File: src/rtl/bsg_gateway_wh_latency_channel.sv
// rtl/bsg_gateway_wh_latency_channel.sv - wormhole flit channel with modelled wire latency and credit flow control
module bsg_gateway_wh_latency_channel #(
    parameter int width_p     = 16,
    parameter int delay_p     = 4,
    parameter int els_p       = 2 * delay_p + 2,
    parameter int cnt_width_p = 32
) (
    input  logic                   clk_i,
    input  logic                   reset_i,
    input  logic [width_p-1:0]     data_i,
    input  logic                   v_i,
    output logic                   ready_o,
    output logic [width_p-1:0]     data_o,
    output logic                   v_o,
    input  logic                   ready_i,
    output logic [cnt_width_p-1:0] flit_count_o
);

    localparam int credit_w_lp = $clog2(els_p + 1);
    localparam int ptr_w_lp    = (els_p > 1) ? $clog2(els_p) : 1;
    localparam logic [credit_w_lp-1:0] credit_max_lp = credit_w_lp'(els_p);
    localparam logic [credit_w_lp-1:0] credit_one_lp = credit_w_lp'(1);
    localparam logic [ptr_w_lp-1:0]    ptr_last_lp   = ptr_w_lp'(els_p - 1);
    localparam logic [ptr_w_lp-1:0]    ptr_one_lp    = ptr_w_lp'(1);
    localparam logic [cnt_width_p-1:0] cnt_one_lp    = cnt_width_p'(1);

    // Credits held upstream; equals free FIFO slots as seen a round trip late
    logic [credit_w_lp-1:0] credit_q, credit_d;
    // Forward wire pipe
    logic [delay_p-1:0]     fwd_v_q, fwd_v_d;
    logic [width_p-1:0]     fwd_data_q [delay_p];
    logic [width_p-1:0]     fwd_data_d [delay_p];
    // Credit-return wire pipe
    logic [delay_p-1:0]     ret_q, ret_d;
    // Receive FIFO
    logic [width_p-1:0]     mem_q [els_p];
    logic [width_p-1:0]     mem_d [els_p];
    logic [ptr_w_lp-1:0]    rd_ptr_q, rd_ptr_d;
    logic [ptr_w_lp-1:0]    wr_ptr_q, wr_ptr_d;
    logic [credit_w_lp-1:0] count_q, count_d;
    // Accepted-flit debug counter
    logic [cnt_width_p-1:0] flit_count_q, flit_count_d;

    logic accept;
    logic deq;
    logic enq;
    logic credit_ret;

    // Ready comes only from the credit register so upstream sees no combinational loop
    assign ready_o      = ~reset_i & (credit_q != '0);
    assign v_o          = ~reset_i & (count_q != '0);
    assign data_o       = mem_q[rd_ptr_q];
    assign flit_count_o = flit_count_q;
    assign accept       = v_i & ready_o;
    assign deq          = v_o & ready_i;
    assign enq          = fwd_v_q[delay_p-1];
    assign credit_ret   = ret_q[delay_p-1];

    // Next-state for pipes, FIFO pointers/occupancy, credits and flit counter
    always_comb begin
        fwd_v_d        = '0;
        ret_d          = '0;
        fwd_v_d[0]     = accept;
        fwd_data_d[0]  = data_i;
        ret_d[0]       = deq;
        for (int i = 1; i < delay_p; i++) begin
            fwd_v_d[i]    = fwd_v_q[i-1];
            fwd_data_d[i] = fwd_data_q[i-1];
            ret_d[i]      = ret_q[i-1];
        end

        mem_d    = mem_q;
        wr_ptr_d = wr_ptr_q;
        rd_ptr_d = rd_ptr_q;
        if (enq) begin
            mem_d[wr_ptr_q] = fwd_data_q[delay_p-1];
            wr_ptr_d = (wr_ptr_q == ptr_last_lp) ? '0 : wr_ptr_q + ptr_one_lp;
        end
        if (deq) begin
            rd_ptr_d = (rd_ptr_q == ptr_last_lp) ? '0 : rd_ptr_q + ptr_one_lp;
        end

        count_d = count_q;
        case ({enq, deq})
            2'b10:   count_d = count_q + credit_one_lp;
            2'b01:   count_d = count_q - credit_one_lp;
            default: count_d = count_q;
        endcase

        credit_d = credit_q;
        case ({accept, credit_ret})
            2'b10:   credit_d = credit_q - credit_one_lp;
            2'b01:   credit_d = credit_q + credit_one_lp;
            default: credit_d = credit_q;
        endcase

        flit_count_d = accept ? flit_count_q + cnt_one_lp : flit_count_q;
    end

    // Control state register; reset drops everything in flight and restores credits
    always_ff @(posedge clk_i) begin
        if (reset_i) begin
            credit_q     <= credit_max_lp;
            fwd_v_q      <= '0;
            ret_q        <= '0;
            rd_ptr_q     <= '0;
            wr_ptr_q     <= '0;
            count_q      <= '0;
            flit_count_q <= '0;
        end else begin
            credit_q     <= credit_d;
            fwd_v_q      <= fwd_v_d;
            ret_q        <= ret_d;
            rd_ptr_q     <= rd_ptr_d;
            wr_ptr_q     <= wr_ptr_d;
            count_q      <= count_d;
            flit_count_q <= flit_count_d;
        end
    end

    // Flit payload storage; contents are qualified by the valid bits and need no reset
    always_ff @(posedge clk_i) begin
        fwd_data_q <= fwd_data_d;
        mem_q      <= mem_d;
    end

    // Credit conservation: overflow and excess credit mean the accounting is broken
    always_ff @(posedge clk_i) begin
        if (!reset_i) begin
            assert (!(enq && !deq && (count_q == credit_max_lp)));
            assert (credit_q <= credit_max_lp);
            assert (int'(credit_q) + $countones(fwd_v_q) + int'(count_q) + $countones(ret_q) == els_p);
        end
    end

endmodule

File: config.mk
export PLATFORM = sky130hd
export DESIGN_NAME = bsg_gateway_wh_latency_channel
export DESIGN_NICKNAME = d
export VERILOG_FILES = /design/src/rtl/bsg_gateway_wh_latency_channel.sv
export SDC_FILE = /design/constraint.sdc
export NUM_CORES = 1
export LEC_CHECK = 0
export CAP_MARGIN = 20
export CORE_UTILIZATION = 55
export CTS_BUF_LIST = sky130_fd_sc_hd__clkbuf_8
export DETAILED_ROUTE_END_ITERATION = 7
export PLACE_DENSITY = 0.83
export SYNTH_ARGS = -nofsm -noshare
export SYNTH_HDL_FRONTEND = slang
export SYNTH_SLANG_ARGS = --single-unit
export TNS_END_PERCENT = 5
File: constraint.sdc
create_clock -name clk_i -period 5.59 [get_ports clk_i]
set_input_delay 1.3975 -clock clk_i [delete_from_list [all_inputs] [get_ports clk_i]]
set_output_delay 1.3975 -clock clk_i [all_outputs]
set_load 0.01 [all_outputs]
# --- After elaboration in Yosys (flattened, before gate mapping) ---
# Cells that the tools add are included.
classes:
  addsub: 7
  mul: 0
  div_mod_pow: 0
  order_cmp: 3
  n_eq_ne: 6
  shift: 0
  n_mux: 10
  bitwise_logic: 7
  reduce_logical: 5
op_table:
  columns: ["operator", "count"]
  rows:
  - ["bitwise mux 160 bit", 1]
  - ["binary-select mux 16 bit (select 4 bit)", 1]
  - ["demux 16 bit (select 4 bit)", 1]
  - ["two-way mux 16 bit", 3]
  - ["adder 32 x 1 -> 32 bit (second input constant)", 1]
  - ["adder 4 x 1 -> 4 bit (second input constant)", 4]
  - ["one-hot mux 4 bit (2 select lines)", 2]
  - ["greater-or-equal comparator 5 bit (second input constant)", 2]
  - ["inverter 4 -> 5 bit", 2]
  - ["equality test 4 bit (second input constant)", 2]
  - ["two-way mux 4 bit", 2]
  - ["nonzero test 4 bit", 2]
  - ["subtractor 4 x 1 -> 4 bit (second input constant)", 2]
  - ["less-than comparator 5 x 1 -> 1 bit (second input constant)", 1]
  - ["bitwise AND 1 bit", 4]
  - ["equality test 2 x 1 -> 1 bit (second input constant)", 2]
  - ["equality test 2 bit (second input constant)", 2]
  - ["nonzero test 2 bit", 2]
  - ["logical AND 1 bit", 1]
  - ["inverter 1 bit", 1]
word_totals:
  ff_bits: 280
  latchBits: 0
  ramBits: 0
  romBits: 0
  input_bits: 20
  output_inout_bits: 50
  elab_cells: 59
  n_memories: 0

# --- Logic depth before layout (Yosys ltp) ---
# Gate-level depths: netlist of the first run.
depth:
  ltp_word: 6
  mapped_depth: 10
  ltp_nobuf: 10

# --- Worst setup path after synthesis of the first run ---
# Ideal clock, no wire load.
synth_path:
  path_kind: "input to output"
  from: "in reset_i"
  to: "out ready_o"
  arrival_ps: 2333
  required_time_ps: 4193
  setup_slack_ps: 1859
  stages: 4
  n_path_buf: 3
  path_cell_list: "buf_1 -> clkbuf_1 -> buf_1 -> nor2_1"
synth_between:
  elab_chain_cells: 2
synth_rtl:
  columns: ["item", "line", "text"]
  rows:
  - ["start, declared", "9", "input logic reset_i,"]
  - ["inverter 1 bit", "50", "assign ready_o = ~reset_i & (credit_q != '0);"]
  - ["bitwise AND 1 bit", "50", null]
  - ["end, declared", "12", "output logic ready_o,"]
# No other way between the ends.

# --- Worst setup path in the final report of the first run ---
layout_path:
  from: "reg rd_ptr_q[0]"
  to: "out data_o[2]"
layout_between:
  elab_chain_cells: 4
layout_rtl:
  columns: ["item", "line", "text"]
  rows:
  - ["start, declared", "38", "logic [ptr_w_lp-1:0] rd_ptr_q, rd_ptr_d;"]
  - ["start signal, assigned", "114", "rd_ptr_q <= rd_ptr_d;"]
  - ["inverter 4 -> 5 bit (not written as such)", "52", "assign data_o = mem_q[rd_ptr_q];"]
  - ["binary-select mux 16 bit (select 4 bit)", "52", null]
  - ["two-way mux 16 bit (not written as such) (2 in a row)", "52", null]
  - ["end, declared", "13", "output logic [width_p-1:0] data_o,"]
# No other way between the ends. The select of a mux whose other input is x is not followed.

==> results of run 1 <==
routing by layer:
metal / wire length [µm] / up-vias
met1: 8340 / 3016
met2: 10500 / 243
met5: 0 / -
met3: 1230 / 42
met4: 476 / 0
li1: - / 2695
path summary, 6_finish.rpt:
kind                                startpoint             end  slack, ns
worst max register to register     credit_q[0]     credit_q[3]       2.47
worst min-delay path            fwd_data_d[40]  fwd_data_d[24]       0.32
worst min register to register  fwd_data_d[40]  fwd_data_d[24]       0.32
worst max-delay path               rd_ptr_q[0]       data_o[2]       1.15
layout make-up:
type                       count  share of cell area [%]
multi-input combinational    328                    23.1
timing repair buffer          83                    7.17
clock buffer                  53                    6.04
sequential                   280                    59.7
clock inverter                27                    1.31
inverter                      10                   0.311
tap                          229                    2.37
registers in the layout, summed over array words and instances (netlist names):
register,cells
fwd_v_q,4
count_q,4
flit_count_o,32
mem_q,160
ret_q,4
credit_q,4
rd_ptr_q,4
fwd_data_q,16
fwd_data_d,48
wr_ptr_q,4
cells in the final DEF, fill, tap and decap left out, types with 3 or more instances in the layout:
cell type	Yosys	final
a21oi_1	26	26
and3_1	3	3
and4_1	5	5
buf_16	0	3
buf_4	0	9
clkbuf_8	0	53
clkdlybuf4s50_1	0	68
clkinv_2	0	10
dfxtp_1	120	118
edfxtp_1	160	160
ha_1	7	7
inv_1	10	22
mux2_2	5	5
mux2i_1	37	37
mux4_2	32	32
nand2_1	15	15
nand2b_1	5	5
nand3_1	15	15
nand4_1	10	10
nor2_1	44	38
nor2_2	0	6
nor2b_1	17	17
nor3b_1	3	3
nor4_1	10	9
o21ai_0	6	6
o22ai_1	16	16
o31ai_1	14	14
or3_1	5	5
or4_1	14	14
or4b_1	3	3
xnor2_1	7	7
xor2_1	9	9
cell usage after synthesis, drive strengths merged:
cell type  count  area, µm²
a211o          1       8.76
a21o           2       15.0
a21oi         26        130
a22oi          1       7.51
and3           3       18.8
and4           5       43.8
and4b          1       10.0
buf           14       67.6
clkbuf        21       78.8
dfxtp        120       2400
edfxtp       160       4800
fa             2       40.0
ha             7       87.6
inv           10       37.5
mux2           5       56.3
mux2i         37        370
mux4          32        721
nand2         15       56.3
nand2b         5       31.3
nand3         15       75.1
nand3b         2       15.0
nand4         11       75.1
nor2          44        165
nor2b         17        106
nor3           4       20.0
nor3b          3       22.5
nor4          10       62.6
nor4b          2       17.5
o21ai          6       30.0
o22ai         16        100
o31ai         14        105
o41ai          2       17.5
or2            1       6.26
or3            5       31.3
or4           15        116
or4b           3       30.0
xnor2          7       61.3
xor2           9       78.8
power by group:
group          internal, mW  switching (mW)
Sequential             2.21          0.0276
Combinational        0.0368          0.0308
Clock                 0.916           0.773
Total                  3.16           0.831
logic make-up (layout without fill, tap and decap cells):
logic type	count (synthesis)	count (layout)	synth area share, %
flip-flops	280	280	71.2
AO/OA/AOI/OAI	68	68	4.09
multiplexers	74	74	11.3
buffers and inverters	45	173	1.82
XOR/XNOR	16	16	1.38
AND/OR/NAND/NOR	161	161	8.92
adder cells (fa/ha/maj)	9	9	1.26
per-stage QoR:
step           area [µm²]  instances  hold WS (ns)  setup WS [ns]  total power, mW
6_report            12100       1010         0.322           1.15             3.99
5_1_grt             12100       1010         0.331          0.984             4.12
4_1_cts             12000       1006         0.326           1.08             4.03
3_5_place_dp        11100        926         0.312           1.63             2.35
3_3_place_gp        11100        925         0.310           1.73             2.34
2_1_floorplan       10100        653         0.310           1.86             2.30
==> impl_metrics.json, run 1 <==
{
  "grtUsageMet3_pct": 4.53,
  "gp_congestion": 0.844,
  "rsz0062_at_grt": "false",
  "clock_skew_ns": 0.0152,
  "via_count": 5996,
  "path_delay_family": "buffers and inverters",
  "first_pass_iters": 5,
  "path_cells": "buf_4 > mux4_2 > mux2i_1 > o22ai_1 > clkdlybuf4s50_1",
  "grt_pass1_vias": 6013,
  "crit_path_end_kind": "output pin",
  "slew_violations": 0,
  "arrival_ns": 3.04,
  "die_x_um": 138,
  "cellPowerDensity_nw_per_um2": 331,
  "routed_via_density": 5.94,
  "synth_area_um2": 10100,
  "seqCellArea_um2": 7210,
  "numPortBuffers": 69,
  "grt-ovfl-total": 0,
  "worstMarginPinSlew_ns": 1.14,
  "synth_cells": 653,
  "slowest_stage": "dfxtp_2",
  "cap_violations": 0,
  "synthDistinctLibCells": 42,
  "r2r_cells": 10,
  "first_iter_violations": 486,
  "cpPeakStageDelay_ns": 0.67,
  "post_cts.repair.setup_buffers": 0,
  "setup_viol": 0,
  "wirelength_um": 20500,
  "ys_ff_latch": 280,
  "dp.final_hpwl_um": 12000,
  "cts.clk_slew.worst_paths_ns": 0.06,
  "grt_pass1_wl_um": 31800,
  "critPathBufInv": 2,
  "yosysSeqAreaShare_pct": 71.2,
  "hold_viol": 0,
  "cp.required_ns": 4.19,
  "wire_per_inst_um": 20.3,
  "whs_path_depth": 0,
  "slew_headroom_pct": 23.6,
  "irDropWorstVdd_uv": 349,
  "ant_nets": 0,
  "grt_util_all_layers_pct": 22.5,
  "nFillCells": 1172,
  "met1_usage_pct": 28.5,
  "ctsHoldBuffers": 0,
  "clk_latency_ns": 0.54,
  "num_rows": 49,
  "clock-root-buffer": "clkbuf_8",
  "synth_nets": 682,
  "start_util_pct": 56.2,
  "cp_num_cells": 5,
  "fin_util_pct": 67.0,
  "antenna_found_initial": 0,
  "yosys_warnings": 0,
  "fmax_mhz": 225,
  "status": "complete, no violations",
  "min_path_type": "reg2reg",
  "pin_count": 70,
  "crit_fanout": 16,
  "area_growth_pct": 19.2,
  "drive_above_1_share_pct": 17.2,
  "avgSynthCellArea_um2": 15.5,
  "h-tree-depth": 2,
  "static-leakage-power_nw": 3.97,
  "grt_max_degree": 49,
  "die-area_um2": 19000,
  "period_share_pct": 79.4,
  "die_h_um": 138,
  "clock_sinks": 280,
  "tns_ns": 0,
  "drc": 0,
  "criticalPathCategory": "reg2out",
  "layout_min_cycle_time_ns": 4.44,
  "multi_input_area_um2": 2780,
  "numCtsBuffers": 43,
  "core-area_um2": 18000,
  "clk_path_buf_depth": 3,
  "antenna_cells": 0,
  "ctsResizeCount": 0,
  "top_usage_layer": "met2",
  "cts_tree": "built",
  "nNetsFinal": 775,
  "use_met2_pct": 37.8,
  "cp-start-kind": "flip-flop"
}
(Power assumes the default switching activity.)
==> inputs of run 2 (changes only) <==
clock period = 4.4 ns   (was 5.59 ns; I/O delays follow)
==> run 2 against run 1 <==
Against the previous run: core utilization is 0.26 points higher; power is 27% higher; worst hold slack better by 0.00051 ns; clock power is 27% higher; sequential power is 27% higher; non-clock buffer count is 4 higher; global-route usage is 1.2 points lower; die area stayed put; wire length is 4.5% lower; combinational power is 29% higher; clock skew is 0.017 ns higher; first-iteration DRC count is 3.1% higher; critical endpoint is now data_o[13].
==> impl_metrics.json, run 2 (synthesized netlist as in run 1, its figures left out) <==
{
  "numPortBuffers": 69,
  "rsz0062_at_grt": "false",
  "period_share_pct": 89.5,
  "crit_start": "rd_ptr_q[0]",
  "slew_headroom_pct": 28.5,
  "antenna_found_initial": 0,
  "hold_end": "fwd_data_d[0]",
  "dp.final_hpwl_um": 11600,
  "arrival_ns": 2.84,
  "top_register": "mem_q",
  "path_cells": "buf_4 > mux4_2 > mux2i_1 > o22ai_1 > clkdlybuf4s50_1",
  "ant_nets": 0,
  "place_area_um2": 11200,
  "nNetsFinal": 779,
  "irDropWorstVdd_uv": 285,
  "r2r_cells": 10,
  "grt_pass1_vias": 5850,
  "static-leakage-power_nw": 4.00,
  "area_growth_pct": 19.7,
  "crit_fanout": 13,
  "cts_tree": "built",
  "cap_violations": 0,
  "wire_per_inst_um": 19.3,
  "wirelength_um": 19600,
  "nFillCells": 1164,
  "hold_slack_ns": 0.322,
  "min_path_type": "reg2reg",
  "first_iter_violations": 501,
  "grt-ovfl-total": 0,
  "layout_min_cycle_time_ns": 3.94,
  "setup_viol": 0,
  "setup_slack_ns": 0.462,
  "ctsHoldBuffers": 0,
  "crit_path_end_kind": "output pin",
  "antenna_cells": 0,
  "worstMarginPinSlew_ns": 1.07,
  "critPathBufInv": 2,
  "fmax_mhz": 254,
  "routed_via_density": 5.76,
  "die_x_um": 138,
  "via_count": 5837,
  "numCtsBuffers": 43,
  "grt_util_all_layers_pct": 21.2,
  "clock_skew_ns": 0.0320,
  "drc": 0,
  "mostFrequentLayoutCells": "edfxtp_1 (160), dfxtp_1 (119), clkdlybuf4s50_1 (68)",
  "start_util_pct": 56.2,
  "dp_slack_ns": 0.786,
  "clk_path_buf_depth": 3,
  "finalPower_mw": 5.07,
  "hp-start": "fwd_data_d[16]",
  "num_rows": 49,
  "criticalPathCategory": "reg2out",
  "cellPowerDensity_nw_per_um2": 418,
  "slowest_stage": "dfxtp_2",
  "status": "complete, no violations",
  "ctsResizeCount": 0,
  "tns_ns": 0,
  "rr_startpoint": "credit_q[1]",
  "cts.clk_slew.worst_paths_ns": 0.06,
  "clk_latency_ns": 0.56,
  "h-tree-depth": 2,
  "cpPeakStageDelay_ns": 0.62,
  "fin_area_um2": 12100,
  "drive_above_1_share_pct": 16.7,
  "first_pass_iters": 5,
  "post_cts.repair.setup_buffers": 0,
  "pin_count": 70,
  "clock-root-buffer": "clkbuf_8",
  "cp-start-kind": "flip-flop",
  "cp.required_ns": 3.30,
  "core-area_um2": 18000,
  "layout_commonest_cell": "edfxtp_1",
  "die-area_um2": 19000,
  "path_delay_family": "buffers and inverters",
  "hold_viol": 0,
  "whs_path_depth": 0,
  "grt_max_degree": 38,
  "die_h_um": 138,
  "clock_sinks": 280,
  "reg2reg_to": "credit_q[3]",
  "gp_congestion": 0.811,
  "slew_violations": 0,
  "largest_reg_flops": 160,
  "reg2reg_slack_ns": 1.38,
  "grt_pass1_wl_um": 30000
}
## run 2: cell types whose count changed in the layout (fill, tap and decap cells not counted), sizes merged
cell / before / now
buf: 15 / 19
clkinv: 11 / 7
inv: 25 / 27
clkbuf: 53 / 54
## run 2: routing by layer
metal | share of wire (%) | vias up | track usage, % | wire, µm
met3 | 5.8 | 33 | 4.49 | 1130
met4 | 1.4 | 0 | 7.02 | 282
met2 | 51 | 199 | 35.5 | 9950
li1 | - | 2703 | - | -
met1 | 42 | 2902 | 27.6 | 8230
met5 | 0 | - | 0 | 0
## run 2: worst max-delay path by stage
stage,cells past startpoint,slack (ns),end
floorplan,4,1.26,ready_o
global placement,11,0.88,credit_q[3]
detailed placement,11,0.79,credit_q[3]
CTS,5,0.40,data_o[13]
global route,5,0.32,data_o[13]
finish,5,0.46,data_o[13]
## run 2: report_power, final
group	total (mW)	internal, mW	switching, mW
sequential	2.84	2.80	0.0337
combinational	0.0875	0.0482	0.0393
clock	2.14	1.18	0.967
## run 2: area by class of cell
cell class	count	area (µm²)	area share, %
Multi-Input combinational cell	328	2780	23.0
Sequential cell	280	7210	59.5
Timing Repair Buffer	87	901	7.44
Clock inverter	25	156	1.29
Inverter	10	37.5	0.310
Clock buffer	54	743	6.13
Tap cell	229	287	2.36
## run 2: stage by stage
step | utilization, % | std cells
floorplan | - | 653
global placement | 61.6 | 927
detailed placement | 61.9 | 929
CTS | 66.9 | 1008
global route | 67.2 | 1013
finish | 67.2 | 1013
==> inputs of run 3 (changes only) <==
GPL_TIMING_DRIVEN = 0   (was not set)
==> run 3 against run 2 <==
Against the previous run: global-route usage grew 1.9 points; combinational power rose by 6.6%; core utilization rose by 0.90 points; worst hold slack gained 0.0019 ns; clock power up 4%; die area unchanged; clock skew is 0.015 ns lower; flip-flop and latch count stayed put; sequential share of layout area decreased by 0.80 points; wire length is 9.1% higher; count of clock-buffer cells in the layout up 1; largest power group unchanged.
==> impl_metrics.json, run 3 (synthesized netlist as in run 1, its figures left out) <==
{
  "status": "complete, no violations",
  "hold_slack_ns": 0.324,
  "slew_violations": 0,
  "mostFrequentLayoutCells": "edfxtp_1 (160), dfxtp_1 (120), clkdlybuf4s50_1 (69)",
  "fin_util_pct": 68.1,
  "antenna_found_initial": 0,
  "setup_viol": 0,
  "cpPeakStageDelay_ns": 0.57,
  "numCtsBuffers": 43,
  "h-tree-depth": 2,
  "antenna_cells": 0,
  "fmax_mhz": 231,
  "die_x_um": 138,
  "grtUsageMet3_pct": 5.85,
  "static-leakage-power_nw": 4.08,
  "cts.clk_slew.worst_paths_ns": 0.06,
  "drive_above_1_share_pct": 17.3,
  "drc": 0,
  "first_pass_iters": 6,
  "place_inst": 964,
  "period_share_pct": 98.4,
  "path_delay_family": "buffers and inverters",
  "critPathBufInv": 5,
  "wirelength_um": 21400,
  "layout_min_cycle_time_ns": 4.33,
  "crit_fanout": 10,
  "first_iter_violations": 555,
  "grt_pass1_vias": 5948,
  "clock-root-buffer": "clkbuf_8",
  "num_rows": 49,
  "hold_viol": 0,
  "die-area_um2": 19000,
  "layout_commonest_cell": "edfxtp_1",
  "crit_path_end_kind": "output pin",
  "dp.final_hpwl_um": 13700,
  "slowest_stage": "clkdlybuf4s50_1",
  "numPortBuffers": 69,
  "nFillCells": 1156,
  "grt-ovfl-total": 0,
  "worstMarginPinSlew_ns": 1.08,
  "core-area_um2": 18000,
  "cp-start-kind": "primary input",
  "grt_util_all_layers_pct": 23.1,
  "grt_max_degree": 13,
  "min_path_type": "reg2reg",
  "nNetsFinal": 809,
  "largest_reg_flops": 160,
  "fin_area_um2": 12300,
  "rsz0062_at_grt": "true",
  "die_h_um": 138,
  "start_util_pct": 56.2,
  "top_register": "mem_q",
  "path_cells": "clkdlybuf4s50_1 > buf_2 > clkbuf_1 > buf_2 > nor2_1 > clkdlybuf4s50_1",
  "via_count": 6126,
  "cp.required_ns": 3.30,
  "clock_sinks": 280,
  "finalPower_mw": 5.15,
  "cap_violations": 0,
  "gp_congestion": 0.838,
  "post_cts.repair.setup_buffers": 0,
  "criticalPathCategory": "in2out",
  "slew_headroom_pct": 27.6,
  "area_growth_pct": 21.3,
  "routed_via_density": 5.88,
  "grt_pass1_wl_um": 32300,
  "ctsHoldBuffers": 0,
  "top_usage_layer": "met2",
  "clk_latency_ns": 0.55,
  "irDropWorstVdd_uv": 330,
  "cts_tree": "built",
  "use_met2_pct": 38.8,
  "clk_path_buf_depth": 3,
  "cellPowerDensity_nw_per_um2": 419,
  "place_area_um2": 11300,
  "pin_count": 70,
  "met1_usage_pct": 28.9,
  "fin_cells": 1042,
  "ant_nets": 0,
  "wire_per_inst_um": 20.5,
  "arrival_ns": 3.23,
  "clock_skew_ns": 0.0174
}
run 3: worst paths after layout:
| path | from | end | slack [ns] | cells past startpoint |
|---|---|---|---|---|
| hold reg to reg | fwd_data_d[31] | fwd_data_d[15] | 0.32 | 0 |
| setup / recovery | reset_i | v_o | 0.07 | 6 |
| hold / removal | fwd_data_d[31] | fwd_data_d[15] | 0.32 | 0 |
| setup reg to reg | credit_q[0] | credit_q[3] | 1.38 | 10 |
run 3: final cells by class:
class	instances	area [µm²]	share of cell area (%)
clock inverters	23	166	1.36
multi-input cells	328	2770	22.6
well taps	229	287	2.33
inverters	10	37.5	0.306
repair buffers	82	900	7.33
plain buffers	35	154	1.25
clock buffers	55	757	6.17
flip-flops and latches	280	7210	58.7
run 3: where the power goes:
group / internal [mW] / leakage [nW] / switching, mW
Combinational: 0.0483 / 1.13 / 0.0450
Sequential: 2.80 / 2.43 / 0.0329
Clock: 1.25 / 0.524 / 0.970
Total: 4.10 / 4.08 / 1.05
run 3: per-stage QoR:
| stage | setup slack, ns | setup TNS, ns |
|---|---|---|
| floorplan | 1.26 | 0 |
| global placement | -0.237 | -3.68 |
| detailed placement | -0.294 | -0.541 |
| CTS | 0.0112 | 0 |
| global route | -0.0328 | -0.0626 |
| finish | 0.0686 | 0 |
run 3: metal layers:
metal  wire length (µm)  part of all wire, %  vias to the layer above
li1                   -                    -                     2768
met3               1600                  7.5                       54
met1               8450                   40                     3012
met5                  0                    0                        -
met4                567                  2.7                        0
met2              10700                   50                      292
run 3: timing repair:
action | CTS | global route
setup endpoints to repair | 8 | 8
gates cloned | 0 | 0
gates resized for setup | 5 | 3
pin swaps | 0 | 0
